--- src/rtl/frame_check.sv ---
// frame_check: checks a 32-bit AXI4-Stream receive channel against the test
// pattern {frame_number[15:0], beat_index[15:0]}.
// It reports errored beats as a one-cycle pulse, a sticky flag and a
// saturating count, and it counts completed frames.
// Optional build macro: FRAME_CHECK_RESYNC_EN. When it is defined, a frame
// whose first beat carries an unexpected frame number re-locks onto the
// received number.
module frame_check #(
    parameter int unsigned MAX_WORDS = 256
) (
    input  logic        USER_CLK,
    input  logic        RESET_N,
    input  logic        CLEAR,
    input  logic [0:31] AXI4_S_IP_RX_TDATA,
    input  logic [0:3]  AXI4_S_IP_RX_TKEEP,
    input  logic        AXI4_S_IP_RX_TLAST,
    input  logic        AXI4_S_IP_RX_TVALID,
    output logic        DATA_ERR,
    output logic        ERR_FLAG,
    output logic [0:7]  ERR_COUNT,
    output logic [0:15] FRAME_COUNT
);

    typedef enum logic [0:0] {
        ST_IDLE     = 1'b0,
        ST_IN_FRAME = 1'b1
    } state_t;

    localparam logic [15:0] MAX_IDX = 16'(MAX_WORDS);

    state_t      state_r;
    state_t      state_nxt_s;
    logic [15:0] beat_idx_r;
    logic [15:0] beat_idx_nxt_s;
    logic [15:0] frame_num_r;
    logic [15:0] frame_num_nxt_s;
    logic [15:0] frame_eff_s;
    logic [0:31] exp_word_s;
    logic [0:3]  byte_mis_s;
    logic        len_err_s;
    logic        keep_err_s;
    logic        beat_err_s;
    logic        frame_done_s;

    logic        data_err_r;
    logic        err_flag_r;
    logic [7:0]  err_count_r;
    logic [15:0] frame_count_r;

    // Legal keep patterns: full words inside a frame, a left-packed tail on the last beat.
    function automatic logic keep_ok(input logic last, input logic [0:3] keep);
        logic ok;
        if (last) begin
            case (keep)
                4'b1000, 4'b1100, 4'b1110, 4'b1111: ok = 1'b1;
                default:                            ok = 1'b0;
            endcase
        end else begin
            ok = (keep == 4'b1111);
        end
        return ok;
    endfunction

    // Beat checking and next-state logic for the frame FSM, beat index and expected frame number.
    always_comb begin
        state_nxt_s     = state_r;
        beat_idx_nxt_s  = beat_idx_r;
        frame_num_nxt_s = frame_num_r;
        exp_word_s      = {frame_num_r, beat_idx_r};
        byte_mis_s      = 4'b0000;
        for (int i = 0; i < 4; i++) begin
            byte_mis_s[i] = AXI4_S_IP_RX_TKEEP[i] &
                            (AXI4_S_IP_RX_TDATA[8*i +: 8] != exp_word_s[8*i +: 8]);
        end
`ifdef FRAME_CHECK_RESYNC_EN
        // A wrong frame number on a frame-start beat is reported once; the
        // rest of the frame is then checked against the received number.
        if ((state_r == ST_IDLE) && (byte_mis_s[0] || byte_mis_s[1])) begin
            frame_eff_s = AXI4_S_IP_RX_TDATA[0:15];
        end else begin
            frame_eff_s = frame_num_r;
        end
`else
        frame_eff_s = frame_num_r;
`endif
        // A frame-start beat always has index 0, so an oversize frame can
        // only be detected inside a frame. MAX_WORDS is at least 2.
        len_err_s    = (beat_idx_r == MAX_IDX);
        keep_err_s   = ~keep_ok(AXI4_S_IP_RX_TLAST, AXI4_S_IP_RX_TKEEP);
        beat_err_s   = AXI4_S_IP_RX_TVALID & ((|byte_mis_s) | keep_err_s | len_err_s);
        frame_done_s = AXI4_S_IP_RX_TVALID & AXI4_S_IP_RX_TLAST;
        if (AXI4_S_IP_RX_TVALID) begin
            if (len_err_s || AXI4_S_IP_RX_TLAST) begin
                // The frame ends here, either normally or forced by the length limit.
                state_nxt_s     = ST_IDLE;
                beat_idx_nxt_s  = 16'd0;
                frame_num_nxt_s = frame_eff_s + 16'd1;
            end else begin
                state_nxt_s     = ST_IN_FRAME;
                beat_idx_nxt_s  = beat_idx_r + 16'd1;
                frame_num_nxt_s = frame_eff_s;
            end
        end else begin
            state_nxt_s     = state_r;
            beat_idx_nxt_s  = beat_idx_r;
            frame_num_nxt_s = frame_num_r;
        end
    end

    // FSM state, beat index and expected frame number (CLEAR does not touch these).
    always_ff @(posedge USER_CLK) begin
        if (!RESET_N) begin
            state_r     <= ST_IDLE;
            beat_idx_r  <= 16'd0;
            frame_num_r <= 16'd0;
        end else begin
            state_r     <= state_nxt_s;
            beat_idx_r  <= beat_idx_nxt_s;
            frame_num_r <= frame_num_nxt_s;
        end
    end

    // Error pulse, sticky flag and counters; CLEAR overrides a coincident increment.
    always_ff @(posedge USER_CLK) begin
        if (!RESET_N) begin
            data_err_r    <= 1'b0;
            err_flag_r    <= 1'b0;
            err_count_r   <= 8'd0;
            frame_count_r <= 16'd0;
        end else begin
            data_err_r <= beat_err_s;
            if (CLEAR) begin
                err_flag_r    <= 1'b0;
                err_count_r   <= 8'd0;
                frame_count_r <= 16'd0;
            end else begin
                if (beat_err_s) begin
                    err_flag_r <= 1'b1;
                    if (err_count_r != 8'hFF) begin
                        err_count_r <= err_count_r + 8'd1;
                    end
                end
                if (frame_done_s) begin
                    frame_count_r <= frame_count_r + 16'd1;
                end
            end
        end
    end

    assign DATA_ERR    = data_err_r;
    assign ERR_FLAG    = err_flag_r;
    assign ERR_COUNT   = err_count_r;
    assign FRAME_COUNT = frame_count_r;

endmodule

--- config.mk ---
export PLATFORM = sky130hd
export DESIGN_NAME = frame_check
export DESIGN_NICKNAME = d
export VERILOG_FILES = /design/src/rtl/frame_check.sv
export SDC_FILE = /design/constraint.sdc
export NUM_CORES = 1
export LEC_CHECK = 0
export CAP_MARGIN = 5
export CORE_MARGIN = 1.5
export CORE_UTILIZATION = 35
export CTS_CLUSTER_SIZE = 25
export DETAILED_ROUTE_END_ITERATION = 7
export GPL_ROUTABILITY_DRIVEN = 0
export MAX_ROUTING_LAYER = met4
export SLEW_MARGIN = 0
export SYNTH_ARGS = -nofsm -noshare
export SYNTH_HDL_FRONTEND = slang
export SYNTH_SLANG_ARGS = --single-unit
--- constraint.sdc ---
create_clock -name USER_CLK -period 2.73 [get_ports USER_CLK]
set_clock_uncertainty 0.1 [all_clocks]
set_input_delay 0.6825 -clock USER_CLK [delete_from_list [all_inputs] [get_ports USER_CLK]]
set_output_delay 0.6825 -clock USER_CLK [all_outputs]
set_load 0.01 [all_outputs]
# ---- Word-level counts from Yosys, hierarchy flattened
# Cells that the tools add are included.
dict set report totals {
  reg_bits 58
  in_bits 41
  out_inout_bits 26
  word_cells 39
}
dict set report op_classes {
  addsub 4
  n_eq_ne 10
  muxes 3
  n_bitwise 10
  n_reduce_logical 6
}
# cell n
set op_table {}
lappend op_table {{$add 16x1->16 const B} 3}
lappend op_table {{$ne 8x8->1} 4}
lappend op_table {{$eq 16x9->1 const B} 1}
lappend op_table {{$eq 4x4->1 const B} 4}
lappend op_table {{$mux 16} 1}
lappend op_table {{$add 8x1->8 const B} 1}
lappend op_table {{$ne 8x8->1 const B} 1}
lappend op_table {{$reduce_or 4->1} 2}
lappend op_table {{$and 1x1->1} 6}
lappend op_table {{$reduce_and 2->1} 2}
lappend op_table {{$mux 1} 2}
lappend op_table {{$not 1->1} 2}
lappend op_table {{$or 1x1->1} 2}
lappend op_table {{$reduce_or 2->1} 1}
lappend op_table {{$logic_or 1x1->1} 1}

# ---- Logic depth before layout (Yosys ltp)
# Gate-level depths: netlist of the first run.
dict set report depth {
  word_depth 9
  mapped_depth 9
  depth_no_buf 8
}

# ---- Worst setup path after synthesis of the first run
# Ideal clock, no wire load.
dict set report synth_path {
  path_kind {register to register}
  startpoint {reg beat_idx_r[0]}
  endpoint {reg err_count_r[2], in the netlist ERR_COUNT[5]}
  setup_ns 0.116
  arrival_ns 1.902
  required_time_ns 2.514
  path_slack_ns 0.612
  path_stages_with_launch 9
  n_path_buf 1
  period_less_slack_ns 2.118
  path_cell_list {dfxtp_1 inv_1 ha_1 nor4b_2 and4_1 nor4_2 a41oi_4 buf_6 a41o_1}
}
dict set report synth_between {
  elab_chain_cells 7
  elab_cells_between_ends 8
  classes_between {eq/ne (2); bitwise (4); reduce/logical (2)}
}
# item line
set synth_lines {}
lappend synth_lines {{start: declaration} 33} ;# logic [15:0] beat_idx_r;
lappend synth_lines {{start signal: assignment} 118} ;# beat_idx_r <= beat_idx_nxt_s;
lappend synth_lines {{$ne 8x8->1} 73} ;# (AXI4_S_IP_RX_TDATA[8*i +: 8] != exp_word_s[8*i +: 8]);
lappend synth_lines {{$and 1x1->1} 72} ;# byte_mis_s[i] = AXI4_S_IP_RX_TKEEP[i] &
lappend synth_lines {{$reduce_or 4->1} 90} ;# beat_err_s = AXI4_S_IP_RX_TVALID & ((|byte_mis_s) | keep_err_s | len_err_s);
lappend synth_lines {{$or 1x1->1} 90}
lappend synth_lines {{$or 1x1->1 *} 90}
lappend synth_lines {{$and 1x1->1 *} 90}
lappend synth_lines {{$reduce_and 2->1 (no line) *} -}
lappend synth_lines {{end signal: assignment} 140} ;# err_count_r <= err_count_r + 8'd1;
lappend synth_lines {{end: declaration} 47} ;# logic [7:0] err_count_r;
# Every way passes the cells marked *; elsewhere a longest branch is shown, timed or not.
# A chain may end at the register's enable or synchronous reset.

# ---- Worst setup path after layout of the first run
dict set report layout_path {
  startpoint {in AXI4_S_IP_RX_TDATA[1] (netlist name)}
  endpoint {reg err_count_r[2], in the netlist ERR_COUNT[5]}
}
dict set report layout_between {
  elab_chain_cells 7
}
# item line
set layout_lines {}
lappend layout_lines {{start: declaration} 14} ;# input logic [0:31] AXI4_S_IP_RX_TDATA,
lappend layout_lines {{$ne 8x8->1} 73}
lappend layout_lines {{$and 1x1->1} 72}
lappend layout_lines {{$reduce_or 4->1} 90}
lappend layout_lines {{$or 1x1->1 (2 in series)} 90}
lappend layout_lines {{$and 1x1->1} 90}
lappend layout_lines {{$reduce_and 2->1 (no line)} -}
# Every way passes these cells.

==> results.md, run 1 <==
* Placed insts at 522
* Fraction of layout cells with a size suffix above 1 at 9.70%
* RR Startpoint: beat_idx_r[1]
* Initial antenna violation count at 0
* Ys flop type: dfxtp_1
* Clock-pin slew on the worst setup and hold paths at 0.07 ns
* Critical path startpoint: AXI4_S_IP_RX_TDATA[1]
* Layout Nets at about 470
* Syn Area/Cell at 8.81 um^2
* Post-CTS Setup Inserts at 0
* Cell area after layout at just over 4000 um^2
* Initial DRT Pass Iterations at 4
* Max Cap Viol at 0
* Most frequent cell after synthesis: dfxtp_1
* Static Leak at between 1 and 1.5 nW
* Die height at 96.3 um
* Synth unique cells at 40
* Global-route wire length before repair at 10.8 mm
* Worst Path Arrival at 2.63 ns
* Hold-fix buffers, CTS at 0
* Endpoints failing setup at 0
* Critical path launch point type: input port
* Area contributors post-synth: dfxtp_1 38%, xnor2_1 14%, xor2_1 7.2%, nor2_1 5.3%, nand4_1 3.9%
* ANT cells at 0
* RSZ-0062 raised after global routing: no
* Peak VDD IR at between 0.2 and 0.25 mV
* Initial core utilization at 36.5%
* H-tree levels at 3
* Cells after Synth at 346
* Min Clock Period, post-route at approximately 2.4 ns
* Total number of vias at 2581
* Post-route DRC at 0
* Ys async rst share at 0%
* Fin crit share at 89.6%
* Final Routed Wirelength at 6.70 mm
* Hold Path Sink: ERR_FLAG
* Reg2reg setup slack at 0.32 ns
* Yosys warns at 0
* CTS tree: done
* Total CTS buffers at 9
* Synthesized flop and latch total at 58
* Hpwl dp at 5.15 mm
* CTS Root Cell: clkbuf_8
* Hold wc startpoint: ERR_FLAG
* R2R depth at 8
* Vias per cell at 4.80
* Crit-path max FO at 16
* Initial DRC Count at 57
* Max clock buf depth at 2
* Reg-to-reg endpoint: ERR_COUNT[5]
* Sequential share of the synthesized area at 38.1%
* Die Wd at 96.3 um
* Post-synth EDFFs at 0
* Post-DRT Antenna Nets at 0
* Post-CTS Resized at 0
* Rows at 33
* Hold Path Class: reg -> reg
* Largest net degree at the start of global routing at 20
* Area delta synth->final at 35.3%
* Number of hold violations in the final report at 0
* Worst Tran Pin Value at just over 0.5 ns
* Buffers on Ports at 66
* GR Overflow Total at 0
* Post-Layout Cell Count at 538
* Hold Crit Depth at 2
* Max-slew headroom at roughly 66%
* Area leader, netlist: dfxtp_1
* Top Ports at 67
* Max Fclk at 409 MHz
* Crit. End Element: register
* Clock Sink Count at 58
* Most instantiated cells after synthesis: 58 x dfxtp_1, 49 x xnor2_1, 43 x nor2_1, 25 x xor2_1, 24 x nand2_1
* Area post-placement at 3900 um^2
* Power Dens Cells at 460 nW/um^2
* Routed len/inst at roughly 12 um
* Cell area after synthesis at approximately 3000 um^2
* Slew Limit Fails at 0
* Post-synth top area share at 38.1%
* WS Path Type: in -> reg
* Worst skew pair latency at 0.33 ns
* Status: complete, no violations
* Overall track demand over capacity in global routing at 15.9%
* Hold Slack at roughly 0.38 ns
* Syn_nets at ~400
* Critical Path RT at 2.91 ns
* Vias in the first global route at 2386
* Die footprint at 9270 um^2
* Core area at 8340 um^2
state kept, by name, summed over array words and instances (netlist names):
name / cells
ERR_FLAG: 1
DATA_ERR: 1
ERR_COUNT: 8
beat_idx_r: 16
frame_eff_s: 16
FRAME_COUNT: 16
report_power, final:
| part | switching (mW) | internal [mW] |
|---|---|---|
| Clock | 0.328 | 0.535 |
| Combinational | 0.0679 | 0.105 |
| Sequential | 0.00755 | 0.853 |
| Total | 0.403 | 1.49 |
critical path, stage by stage:
cell	delay, ns
clkdlybuf4s50_1	0.48
xnor2_1	0.12
nand4_1	0.15
nor4_2	0.40
a41oi_4	0.31
a311oi_1	0.35
a41o_1	0.12
stage by stage:
step	setup WS [ns]	power, mW	utilization (%)	setup TNS [ns]
2_1_floorplan	0.612	0.956	-	0
3_3_place_gp	-0.0198	1.05	46.8	-0.0198
3_5_place_dp	-0.0844	1.05	46.8	-0.215
4_1_cts	0.276	1.93	49.4	0
5_1_grt	0.187	1.98	49.4	0
6_report	0.284	1.90	49.4	0
layer usage:
layer | global-route usage [%] | share of wire, % | vias to the layer above
met2 | 26.1 | 48 | 44
met1 | 18.6 | 47 | 1187
met4 | 8.33 | 1.9 | 0
met5 | - | 0 | -
li1 | - | - | 1341
met3 | 2.84 | 3.4 | 9
worst max path at each step:
stage	end	slack, ns	cells after the start
2_1_floorplan	ERR_COUNT[5]	0.61	8
3_3_place_gp	ERR_COUNT[5]	-0.02	7
3_5_place_dp	ERR_COUNT[5]	-0.08	7
4_1_cts	ERR_COUNT[5]	0.28	7
5_1_grt	ERR_COUNT[3]	0.19	7
6_report	ERR_COUNT[5]	0.28	7
placed cells by master (no fill, tap or decap), types with 2 or more instances in the layout:
master,count
mux2i_1,3
or3_1,3
nor4_1,2
a31o_2,3
clkinv_2,2
nand2b_1,4
ha_1,5
and3_1,7
and2_1,16
clkdlybuf4s50_1,66
bufinv_16,2
buf_4,16
xnor2_1,49
nor4_2,2
inv_1,11
nor2_1,43
o21ai_0,7
a41o_1,2
nor3_1,8
clkbuf_8,10
xor2_1,25
and4_1,2
nand4_1,19
nand2_1,24
dfxtp_1,58
nand3_1,21
a21oi_1,8
logic make-up after synthesis:
group	share of synthesized area, %
xor+xnor	21.3
buf+inv	3.16
compound gates	6.45
simple gates	27.6
flops	38.1
fa+ha+maj	2.05
mux	1.36
final cells by class:
type	count	area [um^2]
Fill cell	806	4220
Multi-Input combinational cell	266	1790
Sequential cell	58	1160
Timing Repair Buffer	82	781
Clock buffer	11	141
Tap cell	105	131
Clock inverter	5	77.6
Inverter	11	41.3
(Power assumes the default switching activity.)
==> run 2, diff against run 1 <==
--- a/config.mk
+++ b/config.mk
@@ -6,12 +6,14 @@
 export NUM_CORES = 1
 export LEC_CHECK = 0
 export CAP_MARGIN = 5
+export CORE_ASPECT_RATIO = 0.6
 export CORE_MARGIN = 1.5
 export CORE_UTILIZATION = 35
 export CTS_CLUSTER_SIZE = 25
 export DETAILED_ROUTE_END_ITERATION = 7
 export GPL_ROUTABILITY_DRIVEN = 0
 export MAX_ROUTING_LAYER = met4
+export REMOVE_ABC_BUFFERS = 1
 export SLEW_MARGIN = 0
 export SYNTH_ARGS = -nofsm -noshare
 export SYNTH_HDL_FRONTEND = slang
==> results.md, run 2 (synthesized netlist as in run 1, its figures left out) <==
* Post-CTS Resized at 0 (unchanged)
* Max Fclk at 406 MHz (was 409 MHz)
* Status: complete, no violations (unchanged)
* Max-slew headroom at 57.8% (was 65.7%)
* Critical path, cell by cell: clkdlybuf4s50_1 > mux2_2 > nand3_1 > nor4_2 > a41oi_4 > a311oi_1 > a41o_1 (was clkdlybuf4s50_1 > xnor2_1 > nand4_1 > nor4_2 > a41oi_4 > a311oi_1 > a41o_1)
* Most common cell after layout, fill and taps aside: clkdlybuf4s50_1 (unchanged)
* Hold Path Sink: ERR_FLAG (unchanged)
* Most frequent cells in the layout: 66 x clkdlybuf4s50_1, 58 x dfxtp_1, 49 x xnor2_1 (unchanged)
* R2R depth at 6 (was 8)
* WS Path Type: in -> reg (unchanged)
* Routed len/inst at 13.1 um (was 12.4 um)
* Core area at 8490 um^2 (was 8340 um^2)
* Die height at 75.3 um (was 96.3 um)
* Critical Path RT at 2.84 ns (was 2.91 ns)
* Rows at 26 (was 33)
* Clock power frac at 52.9% (was 45.5%)
* Max clock buf depth at 2 (unchanged)
* Hold Crit Depth at 2 (unchanged)
* Worst skew pair latency at 0.32 ns (was 0.33 ns)
* Total number of vias at 2604 (was 2581)
* RSZ-0062 raised after global routing: no (unchanged)
* Crit-path max FO at 16 (unchanged)
* Die footprint at 9290 um^2 (was 9270 um^2)
* Worst Path Buf+Inv at 1 (unchanged)
* Largest net degree at the start of global routing at 20 (unchanged)
* Critical path launch point type: input port (unchanged)
* Area post-placement at 3920 um^2 (was 3900 um^2)
* Area delta synth->final at 39.1% (was 35.3%)
* Overall track demand over capacity in global routing at 16.7% (was 15.9%)
* CTS Root Cell: clkbuf_16 (was clkbuf_8)
* Post-CTS Setup Inserts at 0 (unchanged)
* Initial core utilization at 35.9% (was 36.5%)
* H-tree levels at 3 (unchanged)
* Net switching power at 0.434 mW (was 0.403 mW)
* Fraction of layout cells with a size suffix above 1 at 9.68% (was 9.70%)
* Vias in the first global route at 2337 (was 2386)
* RR Startpoint: beat_idx_r[8] (was beat_idx_r[1])
* Hold wc startpoint: ERR_FLAG (unchanged)
* Sequential power share at 39.2% (was 45.4%)
* Layout Nets at 475 (was 474)
* Post-Layout Cell Count at 546 (was 538)
* Min Clock Period, post-route at 2.46 ns (was 2.45 ns)
* Slew Limit Fails at 0 (unchanged)
* Switching part of the total at 19.7% (was 21.3%)
* Global-route wire length before repair at 11.4 mm (was 10.8 mm)
* Power Dens Cells at 519 nW/um^2 (was 460 nW/um^2)
* Top Ports at 67 (unchanged)
* Endpoints failing setup at 0 (unchanged)
* Critical Path Max Stage Delay at 0.50 ns (was 0.48 ns)
* Total CTS buffers at 9 (unchanged)
* Final Routed Wirelength at 7.15 mm (was 6.70 mm)
* CTS tree: done (unchanged)
* Hpwl dp at 5.51 mm (was 5.15 mm)
* Cell area after layout at 4240 um^2 (was 4120 um^2)
* Max Cap Viol at 0 (unchanged)
* Hold Path Class: reg -> reg (unchanged)
* Reg2reg setup slack at 0.50 ns (was 0.32 ns)
* Post-DRT Antenna Nets at 0 (unchanged)
* Initial DRC Count at 142 (was 57)
* Fin util at 49.9% (was 49.4%)
* Combinational share of power at 7.9% (was 9.1%)
* Worst Tran Pin Value at 0.626 ns (was 0.510 ns)
* Hold-fix buffers, CTS at 0 (unchanged)
* Clock Sink Count at 58 (unchanged)
* Buffers on Ports at 66 (unchanged)
* Static Leak at 1.53 nW (was 1.47 nW)
* Number of hold violations in the final report at 0 (unchanged)
* GR Overflow Total at 0 (unchanged)
* Clock-pin slew on the worst setup and hold paths at 0.05 ns (was 0.07 ns)
* Initial DRT Pass Iterations at 4 (unchanged)
* Fin crit share at 90.2% (was 89.6%)
* Peak VDD IR at 0.304 mV (was 0.249 mV)
* CP max-delay cell: clkdlybuf4s50_1 (unchanged)
* Worst Path Arrival at 2.57 ns (was 2.63 ns)
* Internal at 1.76 mW (was 1.49 mW)
* Crit. End Element: register (unchanged)
* Reg-to-reg endpoint: ERR_COUNT[5] (unchanged)
* Die Wd at 123 um (was 96.3 um)
* Placed insts at 530 (was 522)
* Post-route DRC at 0 (unchanged)
* Initial antenna violation count at 0 (unchanged)
* Crit-path leading delay family: compound AO/OA/AOI/OAI gates (unchanged)
* ANT cells at 0 (unchanged)
* Vias per cell at 4.77 (was 4.80)
==> run 2: power by group through the flow <==
| stage | logic, mW | registers (mW) | clock network, mW |
|---|---|---|---|
| 2_1_floorplan | 0.0668 | 0.881 | 0 |
| 3_3_place_gp | 0.173 | 0.878 | 0 |
| 3_5_place_dp | 0.176 | 0.879 | 0 |
| 4_1_cts | 0.176 | 0.862 | 1.19 |
| 5_1_grt | 0.190 | 0.862 | 1.23 |
| 6_report | 0.174 | 0.862 | 1.16 |
==> run 2: tightest hold or removal path, cell delays in order (launching register included) <==
cell and delay, ns:
dfxtp_1 0.32, nor2_1 0.05, nor2_1 0.07
==> run 2: worst max path at each step <==
stage / depth (start not counted) / from / to / slack, ns
after global routing: 7 / AXI4_S_IP_RX_TDATA[4] / ERR_COUNT[5] / 0.16
after global placement: 7 / AXI4_S_IP_RX_TKEEP[3] / ERR_COUNT[5] / -0.02
final: 7 / AXI4_S_IP_RX_TKEEP[3] / ERR_COUNT[5] / 0.27
after floorplan: 8 / beat_idx_r[0] / ERR_COUNT[5] / 0.58
after detailed placement: 7 / AXI4_S_IP_RX_TDATA[4] / ERR_COUNT[5] / -0.08
after CTS: 7 / AXI4_S_IP_RX_TDATA[4] / ERR_COUNT[5] / 0.26
==> run 2: metal layers <==
metal  global-route usage (%)  part of all wire, %  vias up
li1                         -                    -     1349
met1                     23.1                   54     1196
met2                     22.7                   39       54
met3                     5.83                  6.3        5
met4                     4.60                 0.71        0
met5                        -                    0        -
==> run 2: per-stage QoR <==
step                      setup TNS, ns  setup slack [ns]  hold slack, ns  power [mW]
after floorplan                       0             0.575           0.382       0.948
after global placement          -0.0185           -0.0185           0.364        1.05
after detailed placement         -0.186           -0.0825           0.363        1.05
after CTS                             0             0.260           0.375        2.23
after global routing                  0             0.162           0.409        2.28
final                                 0             0.267           0.371        2.20
==> run 2: final cells by class <==
class | instances | area (um^2)
fill | 821 | 4250
multi-input combinational | 266 | 1790
sequential | 58 | 1160
timing repair buffer | 83 | 788
clock buffer | 15 | 288
tap | 112 | 140
inverter | 11 | 41.3
clock inverter | 1 | 30.0
